===== config.mk =====
export PLATFORM = sky130hd
export DESIGN_NAME = if_fetch_stage
export DESIGN_NICKNAME = d
export VERILOG_FILES = /design/src/rtl/cpu_pkg.sv /design/src/rtl/if_fetch_stage_chk.sv /design/src/rtl/if_pc_reg.sv /design/src/rtl/if_fetch_stage.sv
export SDC_FILE = /design/constraint.sdc
export NUM_CORES = 1
export LEC_CHECK = 0
export BUFFER_PORTS_ARGS = -buffer_cell sky130_fd_sc_hd__buf_2
export CELL_PAD_IN_SITES_DETAIL_PLACEMENT = 0
export CELL_PAD_IN_SITES_GLOBAL_PLACEMENT = 2
export CORE_ASPECT_RATIO = 1.1
export CORE_MARGIN = 1
export CORE_UTILIZATION = 33
export CTS_CLUSTER_DIAMETER = 60
export CTS_CLUSTER_SIZE = 10
export DETAILED_ROUTE_END_ITERATION = 12
export PLACE_DENSITY_LB_ADDON = 0.1
export SLEW_MARGIN = 10
export SYNTH_ARGS = -nofsm -noshare
export SYNTH_HDL_FRONTEND = slang
export SYNTH_SLANG_ARGS = --single-unit

===== constraint.sdc =====
create_clock -name clk -period 6.8 [get_ports clk]
set_input_delay 0 -clock clk [delete_from_list [all_inputs] [get_ports clk]]
set_output_delay 0 -clock clk [all_outputs]
set_load 0.01 [all_outputs]

===== src/rtl/cpu_pkg.sv =====
// Shared definitions for the CPU front end: fetch FSM states and PC constants.
package cpu_pkg;

    typedef enum logic [1:0] {
        FS_IDLE = 2'd0,
        FS_REQ  = 2'd1,
        FS_WAIT = 2'd2,
        FS_HOLD = 2'd3
    } fetch_state_t;

    localparam logic [31:0] RESET_PC_DEFAULT = 32'h0000_0000;
    localparam logic [31:0] PC_STEP          = 32'h0000_0004;
    localparam logic [31:0] INST_ZERO        = 32'h0000_0000;
    localparam logic [31:0] WORD_MASK        = 32'hFFFF_FFFC;

    // Force an address onto a word boundary.
    function automatic logic [31:0] word_align(input logic [31:0] addr);
        return addr & WORD_MASK;
    endfunction

endpackage


===== src/rtl/if_fetch_stage_chk.sv =====
// Protocol checks for the fetch stage and its instruction-memory port.
module if_fetch_stage_chk
    import cpu_pkg::*;
(
    input logic         clk,
    input logic         rst,
    input fetch_state_t i_state,
    input logic         i_rvalid,
    input logic         i_redirect,
    input logic         i_req,
    input logic [1:0]   i_addr_lo
);

    // Read data may only return while a fetch is outstanding.
    a_rvalid_in_wait: assert property (@(posedge clk) disable iff (rst)
        i_rvalid |-> (i_state == FS_WAIT));

    // Fetch addresses are always word aligned.
    a_addr_aligned: assert property (@(posedge clk) disable iff (rst)
        i_req |-> (i_addr_lo == 2'b00));

    // No new request may be issued in a redirect cycle.
    a_no_req_on_redirect: assert property (@(posedge clk) disable iff (rst)
        i_redirect |-> !i_req);

endmodule


===== src/rtl/if_pc_reg.sv =====
// Program counter register: loads a redirect target, otherwise steps by one word.
module if_pc_reg
    import cpu_pkg::*;
#(
    parameter logic [31:0] RESET_PC = RESET_PC_DEFAULT
) (
    input  logic        clk,
    input  logic        rst,
    input  logic        i_load,
    input  logic [31:0] i_load_pc,
    input  logic        i_adv,
    output logic [31:0] o_pc,
    output logic [31:0] o_pc_next
);

    logic [31:0] r_pc;

    // Sequential successor; 32-bit add wraps naturally past the top of memory.
    assign o_pc_next = r_pc + PC_STEP;
    assign o_pc      = r_pc;

    // PC update: a redirect load has priority over the sequential advance.
    always_ff @(posedge clk or posedge rst) begin
        if (rst) begin
            r_pc <= word_align(RESET_PC);
        end else if (i_load) begin
            r_pc <= word_align(i_load_pc);
        end else if (i_adv) begin
            r_pc <= o_pc_next;
        end else begin
            r_pc <= r_pc;
        end
    end

endmodule


===== src/rtl/if_fetch_stage.sv =====
// Instruction fetch front end: single-outstanding fetch FSM feeding the IF/ID register.
module if_fetch_stage
    import cpu_pkg::*;
#(
    parameter logic [31:0] RESET_PC = RESET_PC_DEFAULT,
    parameter int          ADDR_W   = 32
) (
    input  logic              clk,
    input  logic              rst,
    input  logic              stall,
    input  logic              redirect,
    input  logic [ADDR_W-1:0] redirect_pc,
    output logic              imem_req,
    output logic [ADDR_W-1:0] imem_addr,
    input  logic              imem_ready,
    input  logic              imem_rvalid,
    input  logic [31:0]       imem_rdata,
    output logic [31:0]       out_pc,
    output logic [31:0]       out_pc4,
    output logic [31:0]       out_inst,
    output logic              out_valid,
    output logic              flush_if_id
);

    fetch_state_t r_state;
    fetch_state_t w_state_nxt;
    logic         r_kill;
    logic         w_kill_nxt;
    logic [31:0]  w_pc;
    logic [31:0]  w_pc4;
    logic [31:0]  w_addr;
    logic         w_req;
    logic         w_adv;
    logic         w_capture;
    logic [31:0]  r_out_pc;
    logic [31:0]  r_out_pc4;
    logic [31:0]  r_out_inst;
    logic         r_out_valid;

    if_pc_reg #(
        .RESET_PC (RESET_PC)
    ) u_pc (
        .clk       (clk),
        .rst       (rst),
        .i_load    (redirect),
        .i_load_pc (redirect_pc),
        .i_adv     (w_adv),
        .o_pc      (w_pc),
        .o_pc_next (w_pc4)
    );

    // Next-state, request and kill logic; a redirect overrides every state and stall.
    always_comb begin
        w_state_nxt = r_state;
        w_kill_nxt  = r_kill;
        w_req       = 1'b0;
        w_adv       = 1'b0;
        w_capture   = 1'b0;
        w_addr      = w_pc;
        if (redirect) begin
            // An in-flight fetch with no data yet must be killed when it lands.
            if ((r_state == FS_WAIT) && !imem_rvalid) begin
                w_state_nxt = FS_WAIT;
                w_kill_nxt  = 1'b1;
            end else begin
                w_state_nxt = FS_REQ;
                w_kill_nxt  = 1'b0;
            end
        end else begin
            case (r_state)
                FS_IDLE: begin
                    w_state_nxt = FS_REQ;
                end
                FS_REQ: begin
                    w_req = 1'b1;
                    if (imem_ready) begin
                        w_state_nxt = FS_WAIT;
                    end else begin
                        w_state_nxt = FS_REQ;
                    end
                end
                FS_WAIT: begin
                    if (imem_rvalid) begin
                        if (r_kill) begin
                            w_kill_nxt  = 1'b0;
                            w_state_nxt = FS_REQ;
                        end else begin
                            w_capture   = 1'b1;
                            w_state_nxt = FS_HOLD;
                        end
                    end else begin
                        w_state_nxt = FS_WAIT;
                    end
                end
                FS_HOLD: begin
                    if (stall) begin
                        w_state_nxt = FS_HOLD;
                    end else begin
                        // Instruction consumed: fetch the next word in the same cycle.
                        w_req  = 1'b1;
                        w_adv  = 1'b1;
                        w_addr = w_pc4;
                        if (imem_ready) begin
                            w_state_nxt = FS_WAIT;
                        end else begin
                            w_state_nxt = FS_REQ;
                        end
                    end
                end
                default: begin
                    w_state_nxt = FS_IDLE;
                    w_kill_nxt  = 1'b0;
                end
            endcase
        end
    end

    // FSM state and kill flag registers.
    always_ff @(posedge clk or posedge rst) begin
        if (rst) begin
            r_state <= FS_IDLE;
            r_kill  <= 1'b0;
        end else begin
            r_state <= w_state_nxt;
            r_kill  <= w_kill_nxt;
        end
    end

    // IF/ID payload registers: cleared on redirect, loaded on accepted data, invalidated on consume.
    always_ff @(posedge clk or posedge rst) begin
        if (rst) begin
            r_out_pc    <= INST_ZERO;
            r_out_pc4   <= INST_ZERO;
            r_out_inst  <= INST_ZERO;
            r_out_valid <= 1'b0;
        end else if (redirect) begin
            r_out_pc    <= INST_ZERO;
            r_out_pc4   <= INST_ZERO;
            r_out_inst  <= INST_ZERO;
            r_out_valid <= 1'b0;
        end else if (w_capture) begin
            r_out_pc    <= w_pc;
            r_out_pc4   <= w_pc4;
            r_out_inst  <= imem_rdata;
            r_out_valid <= 1'b1;
        end else if (w_adv) begin
            r_out_valid <= 1'b0;
        end else begin
            r_out_valid <= r_out_valid;
        end
    end

    assign imem_req    = w_req;
    assign imem_addr   = w_addr;
    assign flush_if_id = redirect;
    assign out_pc      = r_out_pc;
    assign out_pc4     = r_out_pc4;
    assign out_inst    = r_out_inst;
    assign out_valid   = r_out_valid;

    if_fetch_stage_chk u_chk (
        .clk        (clk),
        .rst        (rst),
        .i_state    (r_state),
        .i_rvalid   (imem_rvalid),
        .i_redirect (redirect),
        .i_req      (w_req),
        .i_addr_lo  (w_addr[1:0])
    );

endmodule


==> summary.md, run 1 <==
| Metric | Value |
|---|---|
| Final worst-path setup slack | 3650 ps |
| Via count of the first global-routing pass | around 5700 |
| GRT Resource Usage Total | between 20% and 30% |
| Core utilization of the finished layout | between 40% and 50% |
| NetSw | between 500 and 600 uW |
| Clock share of power | 49.2% |
| Worst reg2reg path endpoint | u_pc.o_pc[26] |
| Post-synthesis instance total | 593 |
| Post-synthesis mux area share | less than 1% |
| Fraction of synthesis flops using an asynchronous set or reset pin | 100% |
| Die span in x | approximately 130 microns |
| Buffer depth of the longest clock path | 2 |
| Number of failing hold endpoints at the final stage | 0 |
| Number of flops mapped to enable cells by yosys | 0 |
| Path category of the worst min-delay check | in -> reg |
| Root buffer cell | clkbuf_16 |
| Final weighted congestion in routability-driven placement | between 0.7 and 0.8 |
| Layout cell share with drive strength beyond 1 | 30.6% |
| Pin count of the biggest net entering global routing | 94 |
| Starting utilization of the core area | 33.6% |
| Setup violators final | 0 |
| Largest area contributor in the netlist | dfrtp_1 |
| Clock-pin slew of the registers on the worst-case setup and hold paths | 60 ps |
| Aggregate global routing overflow | 0 |
| Critical Path Max Stage Delay | roughly 700 ps |
| Switching Share | about a quarter |
| Post-CTS setup-driven buffer insertion count | 0 |
| Share of power burned in registers | approximately 40% |
| Mean Syn Cell Area | 10.4 sq um |
| Count of cells along the worst hold path | 5 |
| Placeable Area | approximately 18000 sq um |
| Share of synthesized area occupied by flip-flops and latches | 51.5% |
| Slowest cell on crit path | nor3_1 |
| Dominant combinational cell family by area after synthesis | compound AO/OA/AOI/OAI gates |
| Pre-CTS worst setup slack | between 4000 and 5000 ps |
| Y dimension of the die | approximately 150 microns |
| CP required | between 6000 and 7000 ps |
| Area of the mapped netlist | 6170 sq um |
| Unrepaired setup endpoints after global routing | false |
| Final Skew | 13.2 ps |
| Synth unique cells | 56 |
| Post-synthesis register bit count | around 130 |
| Slew at the pin closest to its max-slew limit | roughly 1100 ps |
| Worst path buffer plus inverter count | 1 |
| Critical path start-end classification | reg -> out |
| Sum Neg Setup Slack | 0 ps |
| Worst Reg-to-Reg Cells | 6 |
| Starting DRT DRC Count | roughly 230 |
| Final critical path time including I/O delays and setup | between 3000 and 4000 ps |
| Post-detailed-placement half-perimeter wirelength | 12.2 mm |
| Detailed-routing iteration count for the pre-antenna-repair pass | 4 |
| Endpoint, Worst Hold | r_state[1] |
| Internal reg-to-reg setup slack | 4030 ps |
| Post-detailed-route count of antenna-violating nets | 0 |
| Headroom to the max-slew limit | between 20% and 30% |
| Number of buffers added by the clock tree synthesis step | 17 |
| Floorplan row count | 52 |
| Wire length of the first global-routing pass | 31.0 mm |
| Number of instances in the placed design | about 980 |
| Simple logic cell fraction of the synthesized area | between 10 and 15% |
| Post-route DRC violation count | 0 |
| Most used DFF post-synth | dfrtp_1 |
| Max Slew Vio Count | 0 |
| Hold buffers post-CTS | 66 |
| Launching point of the worst reg2reg path | u_pc.o_pc[2] |
| Worst hold path startpoint | stall |
| Antenna Cells | 0 |
| Biggest area contributors in the synthesized netlist | dfrtp_1 52%, a22o_1 8.8%, nand2_1 4.3%, xnor2_1 4.3%, xor2_1 4.3% |
| Synth warn | 0 |
| Top-level port count | 201 |
| Cells along the critical path | ha_1 -> nand4_1 -> nor3_1 -> nand3_1 -> nor2_1 -> xor2_1 -> buf_2 |
| Drt via density | approximately 5.1 |
| Mean routed wirelength per cell | 17.9 microns |
| Pwr dens | 243 nW/um^2 |
| Highest achievable clock rate | 318 MHz |
| Launching element type of the critical path | flop |
| Largest fanout on the critical path | 7 |
| Initial antenna violation count | 0 |
| Outcome | completed |
| Count of buffers from port buffering | just under 200 |
| CTS tree | yes |
| Aggregate routed wire length | 19.2 mm |
| Adder-cell share of the synthesized area | less than 1% |
| Relative contribution of combinational cells to total power | around 11% |
| Max IR drop VDD | around 0.16 mV |
| Die area | a little under 20000 sq um |
| Most used standard cell by instance count after synthesis | dfrtp_1 |
| Number of nets at the end of the flow | approximately 900 |
| Nature of the critical path endpoint | primary output |
| Data arrival time at the worst-slack endpoint | around 3200 ps |
| XOR/XNOR share of the synthesized area | 8.52% |
| Cell Int Power | roughly 1.6 mW |
| Number of H-tree levels | 4 |
| Total via count after detailed routing | around 5400 |
| Kind of cell adding the most delay to the critical path | simple AND/OR/NAND/NOR gates |
| Non-filler cells, final | between 1000 and 1500 |
| Leak | 4.11 nW |
| Area grow syn2layout | 38.5% |
| Most used standard cells in the synthesized netlist | 127 x dfrtp_1, 71 x nand2_1, 62 x a22o_1 |
| Number of clock sinks seen by CTS | roughly 130 |
| Post-synthesis compound-gate area fraction | 18.8% |
| Final cycle utilization of the critical path | 46.3% |
| CTS-repair resized insts | 0 |
| Clock latency on the worst-skew pair | roughly 420 ps |
| Number of max-cap violations | 0 |
| Share of Yosys cell area claimed by the top area cell type | between 50% and 60% |
## placed cells by master, fill, tap and decap left out, drive strengths merged, types with 4 or more instances in the layout
master / instances
or3: 8
nand2: 72
xor2: 30
clkbuf: 19
xnor2: 30
a31oi: 5
nor3: 17
and3: 5
inv: 10
nor2b: 4
nor4: 9
o311ai: 9
dlygate4sd3: 66
a22o: 62
bufinv: 5
a221o: 9
o21ai: 34
nor2: 22
and2: 4
a21oi: 7
nand4: 8
o211ai: 13
and4: 5
dfrtp: 127
buf: 204
nand3: 16
## worst register-to-register path: cells and delay by family (launching register included)
family | cells | cell delay (ps)
AOI/OAI and AO/OA | 2 | 370
adders and majority gates | 1 | 400
DFF | 1 | 510
and+or+nand+nor | 3 | 1350
## metal layers
layer / part of all wire (%) / wire, microns / global-route usage (%) / up-vias
li1: - / - / - / 2572
met1: 45 / 8710 / 26.6 / 2707
met2: 50 / 9530 / 35.5 / 142
met3: 4.0 / 773 / 3.73 / 12
met4: 0.95 / 182 / 6.03 / 0
met5: 0 / 0 / 0 / -
## power groups by stage
stage | clock [mW] | sequential, mW | combinational [mW]
4_1_cts | 1.05 | 0.830 | 0.228
3_5_place_dp | 0 | 0.843 | 0.197
6_report | 1.02 | 0.830 | 0.224
2_1_floorplan | 0 | 0.813 | 0.147
3_3_place_gp | 0 | 0.842 | 0.196
5_1_grt | 1.08 | 0.836 | 0.248
## final cells by class
| cell class | count | area [sq um] |
|---|---|---|
| fill | 1794 | 9810 |
| sequential | 127 | 3180 |
| tap | 243 | 304 |
| multi-input combinational | 393 | 2660 |
| clock buffer | 19 | 453 |
| clock inverter | 13 | 209 |
| inverter | 8 | 35.0 |
| timing repair buffer | 270 | 1700 |
## metrics by stage
step | power, mW | area, sq um | hold WS (ps)
global route | 2.16 | 8540 | 133
finish | 2.08 | 8540 | 107
floorplan | 0.960 | 6170 | 86.7
CTS | 2.10 | 8540 | 87.9
global placement | 1.04 | 7220 | 92.9
detailed placement | 1.04 | 7220 | 97.7
## cell families after synthesis
| group | after synthesis |
|---|---|
| buffers and inverters | 74 |
| AOI/OAI and AO/OA | 153 |
| other | 1 |
| xor gates and xnor gates | 60 |
| adders and majority gates | 1 |
| DFF | 127 |
| muxes | 1 |
| and+or+nand+nor | 176 |
## sequential cells by signal, summed over array words and instances, names as in the netlist
name       count
out_pc4       30
out_pc        31
u_pc.o_pc     30
out_valid      1
r_state        2
r_kill         1
out_inst      32
## worst max path at each step
stage / slack (ps) / startpoint / end / cells past startpoint
floorplan: 3420 / rst / out_inst[0] / 1
global placement: 4060 / u_pc.o_pc[2] / u_pc.o_pc[30] / 6
detailed placement: 4050 / u_pc.o_pc[2] / u_pc.o_pc[26] / 6
CTS: 3630 / u_pc.o_pc[2] / imem_addr[30] / 7
global route: 3460 / u_pc.o_pc[2] / imem_addr[24] / 7
finish: 3650 / u_pc.o_pc[2] / imem_addr[26] / 7
Power figures use the tool's default switching activity.
==> run 2, diff against run 1 <==
--- a/config.mk
+++ b/config.mk
@@ -5,12 +5,13 @@
 export SDC_FILE = /design/constraint.sdc
 export NUM_CORES = 1
 export LEC_CHECK = 0
+export ABC_AREA = 1
 export BUFFER_PORTS_ARGS = -buffer_cell sky130_fd_sc_hd__buf_2
 export CELL_PAD_IN_SITES_DETAIL_PLACEMENT = 0
 export CELL_PAD_IN_SITES_GLOBAL_PLACEMENT = 2
 export CORE_ASPECT_RATIO = 1.1
 export CORE_MARGIN = 1
-export CORE_UTILIZATION = 33
+export CORE_UTILIZATION = 29
 export CTS_CLUSTER_DIAMETER = 60
 export CTS_CLUSTER_SIZE = 10
 export DETAILED_ROUTE_END_ITERATION = 12
==> constraint.sdc (replaced) <==
create_clock -name clk -period 3.1 [get_ports clk]
set_input_delay 0 -clock clk [delete_from_list [all_inputs] [get_ports clk]]
set_output_delay 0 -clock clk [all_outputs]
set_load 0.01 [all_outputs]
==> summary.md, run 2 <==
| Metric | Value |
|---|---|
| GRT Resource Usage Total | between 10% and 20% |
| Commonest non-fill, non-tap cell in the layout | nand2_1 |
| Most used standard cell by instance count after synthesis | nand2_1 |
| Non-filler cells, final | roughly 1300 |
| Initial antenna violation count | 0 |
| Number of clock sinks seen by CTS | approximately 130 |
| Simple logic cell fraction of the synthesized area | 26.7% |
| Pwr dens | around 530 nW/um^2 |
| Highest achievable clock rate | ~410 MHz |
| Post-synthesis compound-gate area fraction | 12.3% |
| Max Slew Vio Count | 0 |
| Final Skew | approximately 10 ps |
| Drt via density | 4.52 |
| Count of buffers from port buffering | just under 200 |
| Starting DRT DRC Count | 358 |
| Unrepaired setup endpoints after global routing | false |
| Antenna Cells | 0 |
| Adder-cell share of the synthesized area | less than 1% |
| Commonest cells after routing, fill and taps aside | 279 x nand2_1, 196 x buf_2, 127 x dfrtp_1 |
| Number of max-cap violations | 0 |
| Critical Path Max Stage Delay | approximately 410 ps |
| Fraction of synthesis flops using an asynchronous set or reset pin | between 90% and 100% |
| Layout cell share with drive strength beyond 1 | around 28% |
| Number of flops mapped to enable cells by yosys | 0 |
| Largest area contributor in the netlist | dfrtp_1 |
| CTS tree | yes |
| Dominant combinational cell family by area after synthesis | simple AND/OR/NAND/NOR gates |
| Synth unique cells | 31 |
| Total power | 4.68 mW |
| Die span in x | between 100 and 150 microns |
| Via count of the first global-routing pass | 5915 |
| Share of Yosys cell area claimed by the top area cell type | 50.6% |
| Max IR drop VDD | 0.318 mV |
| Top-level port count | between 200 and 250 |
| Slowest cell on crit path | dfrtp_1 |
| Leak | ~4.7 nW |
| Final cycle utilization of the critical path | 78.1% |
| Path category of the worst min-delay check | in -> reg |
| Post-detailed-route count of antenna-violating nets | 0 |
| Cells along the critical path | ha_1 -> nand3_1 -> nor2_2 -> nand3_1 -> xor2_1 -> nand2_1 -> nand2_1 -> buf_2 |
| Starting utilization of the core area | between 20% and 30% |
| Mean routed wirelength per cell | about 16 microns |
| Buffer depth of the longest clock path | 2 |
| Biggest area contributors in the synthesized netlist | dfrtp_1 51%, nand2_1 17%, a22o_1 5.0%, inv_1 4.1%, nand3_1 2.9% |
| Worst setup path start | u_pc.o_pc[3] |
| Most used DFF post-synth | dfrtp_1 |
| Share of synthesized area occupied by flip-flops and latches | approximately half |
| Floorplan row count | between 50 and 60 |
| Post-synthesis mux area share | 0% |
| Slew at the pin closest to its max-slew limit | 795 ps |
| Number of buffers added by the clock tree synthesis step | 17 |
| Data arrival time at the worst-slack endpoint | about 2400 ps |
| Total via count after detailed routing | 5971 |
| Number of H-tree levels | 4 |
| NetSw | 1.31 mW |
| Root buffer cell | clkbuf_16 |
| Area grow syn2layout | 39.9% |
| Relative contribution of combinational cells to total power | 14.1% |
| Detailed-routing iteration count for the pre-antenna-repair pass | 4 |
| Die area | 22300 sq um |
| Post-detailed-placement half-perimeter wirelength | 14.8 mm |
| Placeable Area | 21300 sq um |
| Most used standard cells in the synthesized netlist | 279 x nand2_1, 127 x dfrtp_1, 68 x inv_1 |
| Mean Syn Cell Area | about 8.2 sq um |
| Headroom to the max-slew limit | between 40% and 50% |
| Share of power burned in registers | between 30% and 40% |
| Layout filler cell count | 2285 |
| Post-synthesis register bit count | 127 |
| Number of instances in the placed design | between 1000 and 1500 |
| Launching element type of the critical path | flop |
| Clock share of power | between 40 and 50% |
| Setup violators final | 0 |
| Cell Int Power | 3.37 mW |
| Launching point of the worst reg2reg path | r_state[0] |
| Max FFs per register | 32 |
| Clock-pin slew of the registers on the worst-case setup and hold paths | around 60 ps |
| Largest fanout on the critical path | 4 |
| Post-synthesis instance total | approximately 760 |
| Pin count of the biggest net entering global routing | 61 |
| Number of nets at the end of the flow | about 1100 |
| CP required | slightly above 3000 ps |
| Outcome | completed |
| Final hold slack | roughly 14 ps |
| Wire length of the first global-routing pass | approximately 33 mm |
| Area of the mapped netlist | 6280 sq um |
| Aggregate global routing overflow | 0 |
| Synth warn | 0 |
| XOR/XNOR share of the synthesized area | between 1.5 and 2% |
| Aggregate routed wire length | roughly 21 mm |
| Final critical path time including I/O delays and setup | about 2400 ps |
| Nature of the critical path endpoint | primary output |
| Clock latency on the worst-skew pair | approximately 420 ps |
| Y dimension of the die | ~160 microns |
| Switching Share | between 20% and 30% |
| Final weighted congestion in routability-driven placement | 0.789 |
| Post-route DRC violation count | 0 |
| Number of failing hold endpoints at the final stage | 0 |
| Worst hold path startpoint | redirect |
| Sum Neg Setup Slack | 0 ps |
| Critical path start-end classification | reg -> out |
-- run 2: cell types whose count changed in the layout (fill, tap and decap cells not counted), sizes merged, moves of 26 or more --
| cell | delta |
|---|---|
| nand2 | +218 |
| o21ai | +35 |
| inv | +68 |
| nor2 | +34 |
| xnor2 | -30 |
| a22o | -26 |
-- run 2: final timing paths --
| kind | to | slack [ps] | cells after the start |
|---|---|---|---|
| setup / recovery | imem_addr[16] | 680 | 8 |
| hold / removal | u_pc.o_pc[2] | 10 | 3 |
| setup reg to reg | out_pc[21] | 1010 | 9 |
| hold reg to reg | out_pc4[9] | 470 | 2 |
| max in group asynchronous | u_pc.o_pc[31] | 1900 | 4 |
| min in group asynchronous | out_inst[7] | 270 | 3 |
-- run 2: what timing repair did --
action                                 4_1_cts  5_1_grt
buffers inserted                             0        0
hold buffers                                66        0
resized for setup                            0        0
endpoints found under the hold margin       98        0
-- run 2: cell families (layout without fill, tap and decap cells) --
logic type,Yosys count,in the layout
AND/OR/NAND/NOR,389,389
XOR/XNOR,11,11
AO/OA/AOI/OAI,121,121
adder cells (fa/ha/maj),1,1
flip-flops,127,127
other,1,2
buffers and inverters,112,380
-- run 2: cell type report --
cell class / count / area (sq um) / share of cell area, %
Clock inverter: 14 / 205 / 2.33
Multi-Input combinational cell: 524 / 2580 / 29.4
Inverter: 75 / 285 / 3.25
Clock buffer: 18 / 439 / 5.00
Tap cell: 290 / 363 / 4.13
Sequential cell: 127 / 3180 / 36.2
Timing Repair Buffer: 273 / 1740 / 19.8
-- run 2: critical path: cells and delay by family, from the launching register on --
family / cells / cell delay (ps)
simple gates: 5 / 950
buf+inv: 1 / 130
fa+ha+maj: 1 / 250
flops: 1 / 410
xor+xnor: 1 / 270
-- run 2: metrics by stage --
step / cell area, sq um / util (%) / setup slack [ps]
floorplan: 6290 / - / 1530
global placement: 7490 / 35.1 / 1080
detailed placement: 7490 / 35.1 / 987
CTS: 8790 / 41.3 / 664
global route: 8790 / 41.3 / 558
finish: 8790 / 41.3 / 678
-- run 2: per-layer routing --
metal  GRT usage (%)  vias to the layer above  routed length, microns
met4            5.99                        0                     216
met1            25.1                     2840                    9710
met3            3.21                       13                     903
met2            33.2                      175                   10300
li1                -                     2943                       -
met5               0                        -                       0
-- run 2: power groups by stage --
| stage | Sequential (mW) | Combinational (mW) | Clock [mW] |
|---|---|---|---|
| global placement | 1.84 | 0.601 | 0 |
| floorplan | 1.83 | 0.370 | 0 |
| global route | 1.82 | 0.741 | 2.34 |
| CTS | 1.81 | 0.675 | 2.26 |
| finish | 1.81 | 0.661 | 2.21 |
| detailed placement | 1.84 | 0.606 | 0 |
